## config.mk

```make
export PLATFORM = sky130hd
export DESIGN_NAME = mem_wb_stage
export DESIGN_NICKNAME = d
export VERILOG_FILES = /design/src/rtl/mem_wb_stage.sv
export SDC_FILE = /design/constraint.sdc
export NUM_CORES = 1
export LEC_CHECK = 0
export BUFFER_PORTS_ARGS = -buffer_cell sky130_fd_sc_hd__buf_2
export CELL_PAD_IN_SITES_DETAIL_PLACEMENT = 1
export CELL_PAD_IN_SITES_GLOBAL_PLACEMENT = 2
export CORE_MARGIN = 4
export CORE_UTILIZATION = 27
export DETAILED_ROUTE_END_ITERATION = 7
export PLACE_DENSITY_LB_ADDON = 0.1
export SLEW_MARGIN = 25
export SYNTH_ARGS = -nofsm -noshare
export SYNTH_HDL_FRONTEND = slang
export SYNTH_SLANG_ARGS = --single-unit
```

## constraint.sdc

```tcl
create_clock -name clk -period 2.87 [get_ports clk]
set_clock_uncertainty 0.2 [all_clocks]
set_input_delay 0.574 -clock clk [delete_from_list [all_inputs] [get_ports clk]]
set_output_delay 0.574 -clock clk [all_outputs]
set_load 0.005 [all_outputs]
```

## src/rtl/mem_wb_stage.sv

```systemverilog
// MEM/WB pipeline register: formats load data and registers the four write-back mux inputs plus register-file controls.
// Optional retire counter (output retire_count) is built when MEM_WB_RETIRE_CNT_EN is defined.
module mem_wb_stage #(
  parameter int XLEN = 32,
  parameter int RD_W = 5
) (
  input  logic            clk,
  input  logic            rst,
  input  logic            stall,
  input  logic            flush,
  input  logic            in_valid,
  input  logic [XLEN-1:0] in_alu_result,
  input  logic [XLEN-1:0] in_mem_rdata,
  input  logic [XLEN-1:0] in_pc_plus4,
  input  logic [XLEN-1:0] in_imm,
  input  logic [RD_W-1:0] in_rd,
  input  logic            in_reg_write,
  input  logic [1:0]      in_wb_src,
  input  logic [2:0]      in_funct3,
  input  logic [1:0]      in_addr_lo,
  output logic [XLEN-1:0] wb_in_0,
  output logic [XLEN-1:0] wb_in_1,
  output logic [XLEN-1:0] wb_in_2,
  output logic [XLEN-1:0] wb_in_3,
  output logic [1:0]      wb_sel,
  output logic [RD_W-1:0] wb_rd,
  output logic            wb_reg_write,
  output logic            wb_valid
`ifdef MEM_WB_RETIRE_CNT_EN
  ,
  output logic [31:0]     retire_count
`endif
);

  logic [7:0]      loadByte;
  logic [15:0]     loadHalf;
  logic [XLEN-1:0] loadData;

  logic [XLEN-1:0] aluRes_q, aluRes_d;
  logic [XLEN-1:0] loadData_q, loadData_d;
  logic [XLEN-1:0] pcPlus4_q, pcPlus4_d;
  logic [XLEN-1:0] imm_q, imm_d;
  logic [1:0]      sel_q, sel_d;
  logic [RD_W-1:0] rd_q, rd_d;
  logic            regWrite_q, regWrite_d;
  logic            valid_q, valid_d;
  logic            capture;

  assign capture = !flush && !stall;

  // Unknown funct3 encodings fall through to the raw word, same as LW.
  always_comb begin
    case (in_addr_lo)
      2'd0:    loadByte = in_mem_rdata[7:0];
      2'd1:    loadByte = in_mem_rdata[15:8];
      2'd2:    loadByte = in_mem_rdata[23:16];
      default: loadByte = in_mem_rdata[31:24];
    endcase
    loadHalf = in_addr_lo[1] ? in_mem_rdata[31:16] : in_mem_rdata[15:0];
    case (in_funct3)
      3'b000:  loadData = {{(XLEN-8){loadByte[7]}}, loadByte};
      3'b001:  loadData = {{(XLEN-16){loadHalf[15]}}, loadHalf};
      3'b100:  loadData = {{(XLEN-8){1'b0}}, loadByte};
      3'b101:  loadData = {{(XLEN-16){1'b0}}, loadHalf};
      default: loadData = in_mem_rdata;
    endcase
  end

  always_comb begin
    aluRes_d   = aluRes_q;
    loadData_d = loadData_q;
    pcPlus4_d  = pcPlus4_q;
    imm_d      = imm_q;
    sel_d      = sel_q;
    rd_d       = rd_q;
    regWrite_d = regWrite_q;
    valid_d    = valid_q;
    if (flush) begin
      aluRes_d   = '0;
      loadData_d = '0;
      pcPlus4_d  = '0;
      imm_d      = '0;
      sel_d      = '0;
      rd_d       = '0;
      regWrite_d = 1'b0;
      valid_d    = 1'b0;
    end else if (capture) begin
      aluRes_d   = in_alu_result;
      loadData_d = loadData;
      pcPlus4_d  = in_pc_plus4;
      imm_d      = in_imm;
      sel_d      = in_wb_src;
      rd_d       = in_rd;
      // x0 is hardwired to zero, so its write enable is dropped here.
      regWrite_d = in_reg_write & in_valid & (in_rd != '0);
      valid_d    = in_valid;
    end
  end

  always_ff @(posedge clk) begin
    if (rst) begin
      aluRes_q   <= '0;
      loadData_q <= '0;
      pcPlus4_q  <= '0;
      imm_q      <= '0;
      sel_q      <= '0;
      rd_q       <= '0;
      regWrite_q <= 1'b0;
      valid_q    <= 1'b0;
    end else begin
      aluRes_q   <= aluRes_d;
      loadData_q <= loadData_d;
      pcPlus4_q  <= pcPlus4_d;
      imm_q      <= imm_d;
      sel_q      <= sel_d;
      rd_q       <= rd_d;
      regWrite_q <= regWrite_d;
      valid_q    <= valid_d;
    end
  end

  assign wb_in_0      = aluRes_q;
  assign wb_in_1      = loadData_q;
  assign wb_in_2      = pcPlus4_q;
  assign wb_in_3      = imm_q;
  assign wb_sel       = sel_q;
  assign wb_rd        = rd_q;
  assign wb_reg_write = regWrite_q;
  assign wb_valid     = valid_q;

`ifdef MEM_WB_RETIRE_CNT_EN
  logic [31:0] retireCount_q, retireCount_d;

  // Counts only real instructions actually entering WB; wraps naturally.
  always_comb begin
    retireCount_d = retireCount_q;
    if (capture && in_valid) retireCount_d = retireCount_q + 32'd1;
  end

  always_ff @(posedge clk) begin
    if (rst) retireCount_q <= '0;
    else     retireCount_q <= retireCount_d;
  end

  assign retire_count = retireCount_q;
`endif

endmodule

```

==> results.md, run 1 <==
- The flow ran to the end, and the final reports show no timing, DRC or antenna violations.
- Max-cap violations in this run came to 0.
- The HPWL after detailed placement is 14.22 mm.
- The initial utilization of the core area, before any placement, comes to 27.75%.
- The net count of the mapped netlist is 700.
- The kind of end point of the critical path is a register.
- After detailed routing, the average wire length per cell comes to 17.01 µm.
- The sequential fraction of the synthesis area is 50.29%.
- Including well taps, the total number of placed cells is 1069.
- Entering global routing, the biggest net connects 87 pins.
- Setup violations remaining at the end of the flow were counted as 0.
- The post-synthesis share of cell area spent on xor and xnor gates is 0%.
- The post-synthesis instance total is 554.
- Setup repair after global routing left no endpoint under its margin.
- The number of distinct library cells after synthesis is 29.
- STA puts the critical path data arrival time at 2100 ps.
- The maximum ir drop on the vdd rail is 0.0003680 V.
- The core region is 19650 µm².
- The type of the worst setup path is in2reg.
- After the flow finishes, the layout carries non-filler instances totaling 1103.
- On the critical path, the stage with the largest delay is an instance of mux2i_1.
- Of the total synthesized cell area, the portion taken by full adders, half adders and majority gates is 0%.
- The kind of launch point of the worst setup path is an input port.
- Using the TritonRoute via totals, the vias-per-cell ratio works out to 4.512.
- In this run the remaining antenna-violating nets after routing total 0.
- Post-CTS repair changed the size of 0 cells.
- The post-CTS setup buffer count is 0.
- The number of global-route vias before repair was 5339.
- The smallest clock period supported by the final layout is computed as 2033 ps.
- The congestion estimate from routability-driven global placement came to 0.7340.
- The proportion of power drawn by the clock network is 48.5%.
- The combinational share of power is 10.6%.
- The total count of max-transition violations in the final report is 0.
- The switching power summed over all nets is 1.186 mW.
- TritonCTS built the clock tree.
- The number of clock buffers added by TritonCTS is 17.
- Summed over all failing endpoints, the final setup total negative slack is 0 ps.
- Along the worst path, the maximum fanout reaches 20.
- Clock-pin slew was measured on the worst setup and hold paths at 70 ps.
- For the worst setup path, the data required time is 2940 ps.
- The class of the tightest hold or removal check is in2reg.
- For this run the aggregate overflow at the end of global routing stands at 0.
- In this run the vertical extent of the chip is 150.1 µm.
- The count of endpoints failing hold in the final timing report was 0.
- For the pin with the worst max-slew slack, the measured transition is 667.6 ps.
- The number of ports placed on the die boundary is 283.
- The CTS root buffer is clkbuf_16.
- The clock reaches the later pin of the worst-skew pair after 410 ps.
- The internal cell power is 3.709 mW.
- The count of buffers from port buffering is 282.
- The number of design rule violations left after detail routing is 0.
- The number of buffers inserted for hold repair after clock tree synthesis is 0.
- By area, the combinational part of the netlist is dominated by multiplexers.
- The mux share of post-synthesis cell area is 22.00%.
- Net switching is 24.23% of the power.
- The cell area after synthesis is 5454 µm².
- In this run the number of H-tree levels came out at 4.
- The synthesized netlist devotes 9.979% of its cell area to compound gates.
- The filler cells instantiated in the layout total 2381.
- The final routed wirelength across all metal layers is 18.76 mm.
- For this run, the total global-route usage over all layers was measured as 16.26%.
- The wire length of the first global-routing pass is 28.59 mm.
- The horizontal extent of the die is 150.1 µm.
- The relative contribution of sequential cells to total power is 40.9%.
- The net count of the finished layout is 969.
- Synthesis inferred 137 register bits.
- Power spread over the standard cell area amounts to 631.6 nW/µm².
- The number of detailed-routing iterations run before antenna repair is 4.
- The average cell area after synthesis is 9.845 µm².
- For this run, the number of Yosys warnings is 0.
- Row generation in the floorplan step produced 51 rows.
- The area growth from synthesis to layout is 42.10%.
- The number of vias in the routed layout is 4977.
- The post-route netlist has 41.87% of its cells at a drive strength greater than 1.
- The total die area is 22540 µm².
- For this design the static power due to leakage is 3.930 nW.
- The count of clock tree sinks is 137.
- The detailed router finished its first iteration with 137 violations.
- The achievable frequency is 0.4918 GHz.
- The worst relative slew slack is 55.19%.
- Walking the worst path, the cells encountered are buf_2, mux2i_1, a21oi_1, a31oi_4, buf_4, a221oi_1.
- The maximum clock path buffer count is 2.
- Of the total synthesized cell area, the portion taken by AND, OR, NAND and NOR gates is 11.95%.
- The initial antenna violation count was 4.
- Of the available clock period, the critical path in the final layout requires 70.85%.
- The largest stage delay on the critical path is 410 ps.
## kinds of logic after synthesis
logic type | count (synthesis)
flip-flops | 137
multiplexers | 119
AO/OA/AOI/OAI | 66
AND/OR/NAND/NOR | 157
buffers and inverters | 75
## worst paths after layout
kind,start,cells past startpoint,slack [ps],endpoint
worst max-delay path,in_addr_lo[1],6,840,wb_in_1[16]
worst min register to register,wb_reg_write,2,250,wb_reg_write
worst max register to register,wb_in_1[14],2,1930,wb_in_1[14]
worst min-delay path,in_imm[21],3,190,wb_in_3[21]
## routing by layer
layer	part of all wire, %	vias up	track usage [%]
li1	-	2405	-
met1	40	2357	18.17
met2	49	179	28.00
met3	8.4	30	6.532
met4	2.0	6	5.764
met5	0.26	-	0
## cell type report
type	count	area (µm²)	area share, %
inverters	34	127.6	1.647
multi-input cells	342	2399	30.95
flip-flops and latches	137	2743	35.39
well taps	265	331.6	4.278
repair buffers	291	1510	19.49
clock buffers	19	442.9	5.715
diodes	2	5.005	0.06458
clock inverters	13	191.4	2.470
## state kept, by name (all words and copies together), names as in the netlist
signal and count:
wb_in_0 32, wb_rd 5, wb_in_1 32, wb_reg_write 1, wb_in_2 32, wb_sel 2, wb_valid 1, wb_in_3 32
## placed cells by master, fill, tap and decap left out, types with 2 or more instances in the layout
cell type	instances
a211oi_1	9
a21oi_1	28
a221oi_1	14
a221oi_2	9
and2_1	7
buf_12	2
buf_2	281
buf_4	7
bufinv_16	4
clkbuf_16	17
clkinv_2	2
clkinvlp_4	2
dfxtp_1	137
diode_2	2
inv_1	34
inv_6	3
mux2_2	7
mux2i_1	112
nand2_1	27
nand2b_1	2
nor2_1	105
nor3_1	2
o21ai_0	2
or2_2	8
## metrics by stage
| step | worst slack (ps) | area [µm²] | hold slack [ps] | power [mW] | utilization [%] |
|---|---|---|---|---|---|
| floorplan | 836.9 | 5454 | 248.3 | 2.325 | - |
| global placement | 458.9 | 7111 | 240.2 | 2.560 | 36.18 |
| detailed placement | 407.8 | 7111 | 244.9 | 2.577 | 36.18 |
| CTS | 854.6 | 7745 | 165.2 | 4.982 | 39.41 |
| global route | 741.1 | 7747 | 181.3 | 5.133 | 39.42 |
| finish | 836.7 | 7750 | 187.4 | 4.895 | 39.43 |
## power by group through the flow
stage,clock [mW],combinational (mW),sequential [mW]
final,2.37,0.520,2.00
after detailed placement,0,0.532,2.05
after global placement,0,0.518,2.04
after floorplan,0,0.276,2.05
after CTS,2.45,0.533,2.00
after global routing,2.54,0.578,2.01
## worst max-delay path: cells and delay by family
family | cells | cell delay, ps
multiplexers | 1 | 410
AO/OA/AOI/OAI | 3 | 490
buffers and inverters | 2 | 610
## Yosys cell counts, drive strengths merged
| cell type | count | share of area (%) |
|---|---|---|
| a211oi | 9 | 1.2 |
| a21oi | 28 | 2.6 |
| a221oi | 24 | 5.2 |
| a31oi | 1 | 0.39 |
| and2 | 7 | 0.80 |
| buf | 20 | 2.0 |
| clkbuf | 21 | 1.4 |
| dfxtp | 137 | 50 |
| inv | 34 | 2.3 |
| mux2 | 7 | 1.4 |
| mux2i | 112 | 21 |
| nand2 | 27 | 1.9 |
| nand2b | 2 | 0.23 |
| nor2 | 105 | 7.2 |
| nor2b | 1 | 0.11 |
| nor3 | 2 | 0.18 |
| nor3b | 1 | 0.14 |
| o21ai | 3 | 0.28 |
| o32ai | 1 | 0.30 |
| or2 | 10 | 1.1 |
| or3 | 1 | 0.11 |
| or4 | 1 | 0.14 |
(Power assumes the default switching activity.)
==> run 2: changes to the inputs <==
--- a/config.mk
+++ b/config.mk
@@ -5,11 +5,12 @@
 export SDC_FILE = /design/constraint.sdc
 export NUM_CORES = 1
 export LEC_CHECK = 0
+export ABC_AREA = 1
 export BUFFER_PORTS_ARGS = -buffer_cell sky130_fd_sc_hd__buf_2
 export CELL_PAD_IN_SITES_DETAIL_PLACEMENT = 1
 export CELL_PAD_IN_SITES_GLOBAL_PLACEMENT = 2
 export CORE_MARGIN = 4
-export CORE_UTILIZATION = 27
+export CORE_UTILIZATION = 23
 export DETAILED_ROUTE_END_ITERATION = 7
 export PLACE_DENSITY_LB_ADDON = 0.1
 export SLEW_MARGIN = 25
==> constraint.sdc (replaced) <==
create_clock -name clk -period 2 [get_ports clk]
set_clock_uncertainty 0.2 [all_clocks]
set_input_delay 0.4 -clock clk [delete_from_list [all_inputs] [get_ports clk]]
set_output_delay 0.4 -clock clk [all_outputs]
set_load 0.005 [all_outputs]
==> results.md, run 2 <==
- The most critical setup path has its startpoint at wb_in_1[7].
- The combined buffer and inverter count along the critical path is 1 (-1).
- The diode insertion count for antenna repair is 0 (-2).
- The maximum ir drop on the vdd rail is 0.0005002 V (+36%).
- The cell area after synthesis is 5469 µm² (+0.28%).
- By area the synthesized netlist is led by dfxtp_1 50%, nor2_1 16%, o21ai_0 13%, nand2_1 5.1%, a21oi_1 2.7%.
- The global routing usage on met2 is 28.50% (+0.50 points).
- The worst-case register-to-register setup slack was 1090 ps (-840 ps).
- The total count of max-transition violations in the final report is 0 (unchanged).
- The critical path data required time came to 1400 ps (-1540 ps).
- The worst path needs 1503 ps of the cycle, external delays included.
- The met3 usage in global routing is 3.806% (-2.7 points).
- The number of instances resized during post-cts repair is 0 (unchanged).
- The horizontal extent of the die is 162.2 µm (+8.0%).
- The area of combinational cells with multiple inputs came to 2332 µm² (-2.8%).
- The count of clock tree sinks came to 137 (unchanged).
- The count of synthesis-stage warnings from yosys is 0 (unchanged).
- The part of the cycle the worst path needs is 75.14%.
- From synthesis to final layout, the design area changed by 59.99%.
- The family with the most delay on the worst path is flip-flops.
- The number of distinct library cells after synthesis was 27 (-6.9%).
- The post-synthesis sequential element count was 137 (unchanged).
- The flow ran to the end, and the final reports show no timing, DRC or antenna violations.
- The total overflow reported by the global router is 0 (unchanged).
- After global routing, the most crowded layer is met2.
- The worst setup path is launched from a register.
- The HPWL after detailed placement was 16.00 mm (+13%).
- The initial core utilization is 23.37% (-4.4 points).
- The maximum clock path buffer count is 2 (unchanged).
- The critical path goes through buf_2.
- The total power divided by cell area is 819.3 nW/µm² (+30%).
- The number of ports placed on the die boundary is 283 (unchanged).
- The post-synthesis instance total was 752 (+36%).
- The most frequent standard cell in the layout excluding fill and tap cells is buf_2.
- The critical hold path startpoint is in_pc_plus4[8].
- The CTS root buffer is clkbuf_16.
- The final setup TNS came to 0 ps (unchanged).
- The achievable frequency is 0.6655 GHz.
- The worst setup margin came to 497.3 ps (-339.5 ps).
- The count of H-tree levels built during CTS was 4 (unchanged).
- The number of maximum-capacitance violations came to 0 (unchanged).
- The worst-margin pin slew is 431.7 ps (-235.9 ps).
- The data arrival time of the critical path is 900 ps (-1200 ps).
- The worst setup timing slack at the placement stage is 215.9 ps (-191.9 ps).
- The TritonCTS clock tree is yes.
- The initial antenna violation count is 0 (-4).
- The number of enable-type register cells in the synthesized netlist is 0 (unchanged).
- The sequential fraction of the synthesis area was 50.15% (-0.14 points).
- The count of buffers from port buffering is 282 (unchanged).
- The number of instances on the worst hold path came to 3 (unchanged).
- The count of nets left with antenna violations after detail routing was 0 (unchanged).
- The number of vias in the routed layout is 6112 (+23%).
- The final setup violation count is 0 (unchanged).
- The wire length of the first global-routing pass was 35.53 mm (+24%).
- The detailed router's first-iteration violation count is 268 (+96%).
- The floorplan die height was 162.2 µm (+8.0%).
- The largest net degree at the start of global routing is 89 (+2.3%).
- The number of global-route vias before repair was 6386 (+20%).
- The core area was 23400 µm² (+19%).
- In the layout the commonest cells are 282 x buf_2, 234 x nor2_1, 139 x o21ai_0.
- The number of design rule violations left after detail routing is 0 (unchanged).
- The most used flip-flop cell after synthesis is dfxtp_1.
- The largest stage delay on the critical path came to 360 ps (-50 ps).
- The peak fanout along the critical path is 2 (-90%).
- The leakage dissipation is 4.342 nW (+10%).
- The number of gates on the worst path with buffers counted came to 1 (-5).
- The worst-skew pair later-pin latency is 410 ps (about the same).
- The final layout net count is 1251 (+29%).
- The average cell area after synthesis is 7.273 µm² (-26%).
- The net count of the mapped netlist came to 898 (+28%).
- The tightest min-delay check is of the in2reg type.
- The total die area is 26310 µm² (+17%).
- The last weighted congestion value of the routability-driven placer is 0.8187 (+12%).
- The count of endpoints failing hold in the final timing report is 0 (unchanged).
- The standard-cell row count is 56 (+9.8%).
- Setup repair after global routing left no endpoint under its margin.
- The clock buffer count from CTS is 17 (unchanged).
- The share of synthesized flip-flops with an asynchronous set or reset is 0% (unchanged).
- The number of detailed-routing iterations run before antenna repair is 4 (unchanged).
- The fraction of met1 tracks used by global routing is 22.23% (+4.1 points).
- The register area is 2743 µm² (unchanged).
- The overall routing resource usage is 16.96% (+0.71 points).
- After synthesis, the most frequently instantiated cells are 236 x nor2_1, 139 x o21ai_0, 137 x dfxtp_1.
- By instance count, the leading cell after synthesis is nor2_1.
- The worst relative slew slack came to 71.22% (+16 points).
- The final routed wirelength across all metal layers is 22.80 mm (+22%).
- The total of fill cells in the finished design is 2994 (+26%).
- The kind of end point of the critical path is a primary output.
- The post-detailed-route via-to-cell ratio came to 4.253 (-5.7%).
- The worst flop-to-flop path startpoint is wb_in_1[31].
- The routed length per placed instance is 15.86 µm (-6.7%).
- The fraction of final layout cells sized beyond drive strength 1 is 31.66% (-10 points).
- The area share of the leading cell type in the synthesized netlist is 50.15% (-0.14 points).
- The critical path is of the reg2out type.
- The clock input transition at the sequential cells of the worst setup and hold paths was 60 ps (about the same).
- The depth of the most critical reg-to-reg path was 4 (+2).
- For this design, the slowest cell found on the critical path is dfxtp_1.
- The total design power is 7.168 mW (+46%).
- The cell taking the most area after synthesis is dfxtp_1.
-- run 2: final timing paths --
check,to
worst min-delay path,wb_in_2[8]
worst min register to register,wb_reg_write
worst max-delay path,wb_in_1[7]
worst max register to register,wb_in_1[31]
-- run 2: repair_timing --
action	in CTS	in global routing
hold buffers	90	0
setup buffers	0	0
endpoints found under the hold margin	90	0
-- run 2: metal layers --
| layer | share of wire [%] | vias up |
|---|---|---|
| met1 | 46 | 2816 |
| met4 | 1.0 | 0 |
| li1 | - | 3112 |
| met5 | 0 | - |
| met3 | 5.3 | 13 |
| met2 | 48 | 171 |
-- run 2: logic make-up (layout without fill, tap and decap cells) --
kind of cell | Yosys count | count (layout) | synth area share [%]
DFF | 137 | 137 | 50.15
buffers and inverters | 93 | 459 | 7.390
and+or+nand+nor | 330 | 330 | 24.00
AOI/OAI and AO/OA | 192 | 192 | 18.46
-- run 2: final cells by class --
type / instances / share of cell area, %
Sequential cell: 137 / 31.35
Clock inverter: 13 / 1.773
Timing Repair Buffer: 387 / 28.71
Multi-Input combinational cell: 522 / 26.66
Clock buffer: 19 / 5.177
Inverter: 40 / 1.773
Tap cell: 319 / 4.562
-- run 2: where the power goes --
| group | leakage, nW | internal [mW] | switching [mW] |
|---|---|---|---|
| sequential | 1.12 | 2.86 | 0.0574 |
| combinational | 2.93 | 0.462 | 0.514 |
| clock | 0.290 | 1.94 | 1.34 |
-- run 2: stage by stage --
step | std cells | utilization, % | cell area (µm²) | hold slack, ps
3_5_place_dp | 1315 | 30.94 | 7241 | 251.9
2_1_floorplan | 752 | - | 5469 | 256.2
6_report | 1437 | 37.39 | 8750 | 19.08
5_1_grt | 1437 | 37.39 | 8750 | 18.12
4_1_cts | 1437 | 37.39 | 8750 | 0.9813
3_3_place_gp | 1315 | 30.94 | 7241 | 251.2
